$ cat src/rtl/gpio_in.sv
// Four-pin debounced GPIO input block with rise/fall pending flags, per-edge
// interrupt enables and a small memory-mapped register window on the core bus.
module gpio_in #(
    parameter int               MXLEN           = 32,
    parameter logic [MXLEN-1:0] BASE_ADDR       = 'h0000_2000,
    parameter int               DEBOUNCE_CYCLES = 16
) (
    input  logic             CLK,
    input  logic             RST,
    input  logic [3:0]       in_ja2,
    input  logic [MXLEN-1:0] addr,
    input  logic             load,
    input  logic             store,
    input  logic [MXLEN-1:0] w_data,
    output logic [MXLEN-1:0] r_data,
    output logic             irq
);

    localparam int            CW      = $clog2(DEBOUNCE_CYCLES);
    localparam logic [CW-1:0] CNT_MAX = CW'(DEBOUNCE_CYCLES - 1);
    localparam logic [CW-1:0] CNT_ONE = CW'(1);

    logic [3:0]    sync1;
    logic [3:0]    sync2;
    logic [3:0]    stable;
    logic [3:0]    fire;
    logic [3:0]    rise_evt;
    logic [3:0]    fall_evt;
    logic [3:0]    rise_q;
    logic [3:0]    fall_q;
    logic [7:0]    ien_q;
    logic [CW-1:0] cnt [4];
    logic          hit;
    logic [1:0]    sel;
    logic          wr;
    logic          unused_bits;

    assign hit = (addr[MXLEN-1:4] == BASE_ADDR[MXLEN-1:4]);
    assign sel = addr[3:2];
    assign wr  = store && hit;

    // Byte offset and the upper write-data bits carry no meaning here.
    assign unused_bits = ^{addr[1:0], w_data[MXLEN-1:8]};

    always_ff @(posedge CLK or negedge RST) begin
        if (!RST) begin
            sync1 <= '0;
            sync2 <= '0;
        end else begin
            sync1 <= in_ja2;
            sync2 <= sync1;
        end
    end

    // A pin is accepted only once its new level survives the whole count window.
    always_comb begin
        fire = '0;
        for (int i = 0; i < 4; i++) begin
            fire[i] = (sync2[i] != stable[i]) && (cnt[i] == CNT_MAX);
        end
    end

    assign rise_evt = fire & sync2;
    assign fall_evt = fire & ~sync2;

    always_ff @(posedge CLK or negedge RST) begin
        if (!RST) begin
            stable <= '0;
            for (int i = 0; i < 4; i++) begin
                cnt[i] <= '0;
            end
        end else begin
            for (int i = 0; i < 4; i++) begin
                if (sync2[i] == stable[i]) begin
                    cnt[i] <= '0;
                end else if (cnt[i] == CNT_MAX) begin
                    stable[i] <= sync2[i];
                    cnt[i]    <= '0;
                end else begin
                    cnt[i] <= cnt[i] + CNT_ONE;
                end
            end
        end
    end

    // New edges are OR-ed in after the W1C mask so they are never lost.
    always_ff @(posedge CLK or negedge RST) begin
        if (!RST) begin
            rise_q <= '0;
            fall_q <= '0;
            ien_q  <= '0;
        end else begin
            rise_q <= ((wr && sel == 2'd1) ? (rise_q & ~w_data[3:0]) : rise_q) | rise_evt;
            fall_q <= ((wr && sel == 2'd2) ? (fall_q & ~w_data[3:0]) : fall_q) | fall_evt;
            if (wr && sel == 2'd3) begin
                ien_q <= w_data[7:0];
            end
        end
    end

    always_comb begin
        r_data = '0;
        if (load && hit) begin
            case (sel)
                2'd0:    r_data[3:0] = stable;
                2'd1:    r_data[3:0] = rise_q;
                2'd2:    r_data[3:0] = fall_q;
                default: r_data[7:0] = ien_q;
            endcase
        end
    end

    assign irq = |((rise_q & ien_q[3:0]) | (fall_q & ien_q[7:4]));

endmodule

$ cat config.mk
export PLATFORM = sky130hd
export DESIGN_NAME = gpio_in
export DESIGN_NICKNAME = d
export VERILOG_FILES = /design/src/rtl/gpio_in.sv
export SDC_FILE = /design/constraint.sdc
export NUM_CORES = 1
export LEC_CHECK = 0
export BUFFER_PORTS_ARGS = -buffer_cell sky130_fd_sc_hd__buf_4
export CELL_PAD_IN_SITES_DETAIL_PLACEMENT = 1
export CELL_PAD_IN_SITES_GLOBAL_PLACEMENT = 1
export CORE_UTILIZATION = 35
export DETAILED_ROUTE_END_ITERATION = 12
export PLACE_DENSITY_LB_ADDON = 0.1
export SYNTH_ARGS = -nofsm -noshare
export SYNTH_HDL_FRONTEND = slang
export SYNTH_SLANG_ARGS = --single-unit
$ cat constraint.sdc
create_clock -name CLK -period 2.1 [get_ports CLK]
set_clock_uncertainty 0.2 [all_clocks]
set_input_delay 0 -clock CLK [delete_from_list [all_inputs] [get_ports CLK]]
set_output_delay 0 -clock CLK [all_outputs]
set_load 0.03 [all_outputs]
==> metrics <==
status=complete, no violations; drt via density=4.93; RD Place Congestion=around 0.7; chip height=82.6 um; RSZ-0062 raised after global routing=false; crit end category=output pin; first-pass GRT wire length=~8400 um; mean area per synthesized cell=12.4 um^2; Reg area=between 1000 and 1500 um^2; worst min path class=in -> async; Rel. slew slack=63.1%; clk slew on worst S/H paths=roughly 0.09 ns; Finished Layout Cells=between 300 and 400; Synth Warn #=0; slowest CP cell=mux4_2; PwrDens=590 nW/um^2; core area=about 6100 um^2; setup TNS=0 ns; critical path's largest stage delay=0.48 ns; die width=approximately 83 um; largest net degree at the start of global routing=between 40 and 50; ys async rst share=100%; FF-to-FF Start=cnt[8]; IO Pins=between 100 and 150; Max Fclk=569 MHz; EDFF count, synth=0; commonest cells after routing, fill and taps aside=54 x buf_4, 44 x dfrtp_1, 24 x conb_1; CP Capture Point=r_data[3]; CP top delay family=multiplexers; footprint of the multi-input gates=1050 um^2; total CTS buffers=5; Lkg Pwr=approximately 1.4 nW; Crit Path Category=reg -> out; R2R depth=3; post-DP HPWL=3740 um; WL/cell=around 15 um; Synth Register Bits=44; Clock Sinks=44; Iteration-0 DRC Markers=between 40 and 50; GRT overflow=0; Crit Path Max Fanout=4; P&R area growth vs syn=27.0%; Final Cycle Share=83.6%; dominant synthesized flop cell=dfrtp_1; WL final=5000 um; routed via count=1637; Clock Tree Buf Depth=2; commonest non-fill, non-tap cell in the layout=buf_4; row cnt=28; slew of the pin with the lowest slew margin=0.553 ns; crit path DAT=1.56 ns; Die Area=6820 um^2; worst endpoint required time=1.90 ns; post-CTS resize count=0; DRC=0; Final Hold Viols=0; Placed Cells incl. Taps=310; layout cells sized above 1=around 33%; final setup fails=0; port bufs=54; Mapped Area=2270 um^2; nets=332; vias in the first global route=1738; Tmin final=1.76 ns; worst path cell trace=mux4_2 > and3_1 > buf_4; Clk Tree Root Cell=clkbuf_8; Yosys cell types=33; fill count=a little under 700; all-layer global routing usage=16.7%; Max Cap Viol=0; sequential fraction of the synthesis area=between 40 and 50%; H-tree levels=2; FF-to-FF End=stable[1]; Final Max Tran Viols=0; Initial Utilization=37.3%; Tot Pwr=1.70 mW; Buffers & Inverters on Critical Path=1; initial antenna violation count=0; critical path depth=3; startpoint class of the critical path=flop; ANT cells=0; Final ANT Viol Nets=0; gate count of the mapped netlist=184; Critical Path Start=fall_q[3]; r2r setup slk=0.53 ns; worst-skew pair later-pin latency=a little under 0.3 ns; CTS tree=done; drt pass-1 iters=6; peak supply drop=0.350 mV
worst reg2reg max path: cells and delay by family, from the launching register on:
family | cells | cell delay (ns)
DFF | 1 | 0.40
adders and majority gates | 1 | 0.23
muxes | 1 | 0.35
and+or+nand+nor | 1 | 0.27
per-layer routing:
| layer | up-vias | part of all wire [%] | global-route usage (%) |
|---|---|---|---|
| li1 | 772 | - | - |
| met1 | 808 | 47 | 21.7 |
| met2 | 50 | 48 | 28.3 |
| met3 | 7 | 3.9 | 3.30 |
| met4 | 0 | 0.92 | 4.14 |
| met5 | - | 0 | 0 |
cells by family after synthesis:
| logic type | Yosys count | share of synthesized area, % |
|---|---|---|
| adder cells (fa/ha/maj) | 4 | 2.20 |
| flip-flops | 44 | 48.4 |
| buffers and inverters | 28 | 9.36 |
| AND/OR/NAND/NOR | 63 | 18.9 |
| multiplexers | 16 | 11.2 |
| other | 1 | 0.165 |
| AO/OA/AOI/OAI | 24 | 8.15 |
| XOR/XNOR | 4 | 1.54 |
what timing repair did:
item                                   CTS  global route
buffers inserted                         0             0
endpoints found under the hold margin   64             0
hold buffers                            14             0
synthesized netlist by cell type, types with 4 or more instances:
cell type	n	area, um^2
a21oi_1	4	20.0
a221o_1	8	80.1
a22oi_1	4	30.0
and3_1	8	50.1
and4_1	4	35.0
buf_4	24	180
dfrtp_1	44	1100
ha_1	4	50.1
mux2_2	4	45.0
mux2_4	8	120
mux4_2	4	90.1
nor2_1	8	30.0
nor2b_1	22	138
nor3_1	4	20.0
nor4_1	4	25.0
xnor2_1	4	35.0
worst min-delay path by stage:
| stage | start | to | slack [ns] | depth (start not counted) |
|---|---|---|---|---|
| 2_1_floorplan | RST | cnt[0] | -0.50 | 0 |
| 3_3_place_gp | RST | ien_q[4] | -0.16 | 1 |
| 3_5_place_dp | RST | ien_q[4] | -0.17 | 1 |
| 4_1_cts | addr[3] | rise_q[2] | 0.04 | 4 |
| 5_1_grt | addr[3] | rise_q[2] | 0.05 | 4 |
| 6_report | RST | rise_q[2] | 0.03 | 2 |
report_power, final:
| part | total (mW) | switching [mW] | internal [mW] |
|---|---|---|---|
| clock network | 0.557 | 0.289 | 0.268 |
| logic | 0.242 | 0.129 | 0.114 |
| registers | 0.903 | 0.0266 | 0.877 |
| total | 1.70 | 0.444 | 1.26 |
registers in the layout, indices dropped and copies added, names as in the netlist:
name / cells
stable: 4
sync1: 4
fall_q: 4
rise_q: 4
sync2: 4
ien_q: 8
cnt: 16
final cells by class:
| cell class | instances | share of cell area [%] |
|---|---|---|
| sequential | 44 | 38.1 |
| multi-input combinational | 135 | 36.2 |
| timing repair buffer | 68 | 18.9 |
| tap | 75 | 3.25 |
| clock buffer | 7 | 2.99 |
| clock inverter | 1 | 0.260 |
| inverter | 2 | 0.260 |
metrics by stage:
stage | utilization [%] | hold WS, ns | setup WS [ns] | area (um^2)
floorplan | - | -0.496 | 0.629 | 2360
global placement | 43.5 | -0.162 | 0.395 | 2650
detailed placement | 43.5 | -0.166 | 0.408 | 2650
CTS | 47.4 | 0.0366 | 0.329 | 2890
global route | 47.4 | 0.0502 | 0.286 | 2890
finish | 47.4 | 0.0348 | 0.344 | 2890
No activity file was read; power rests on OpenSTA's default activity.
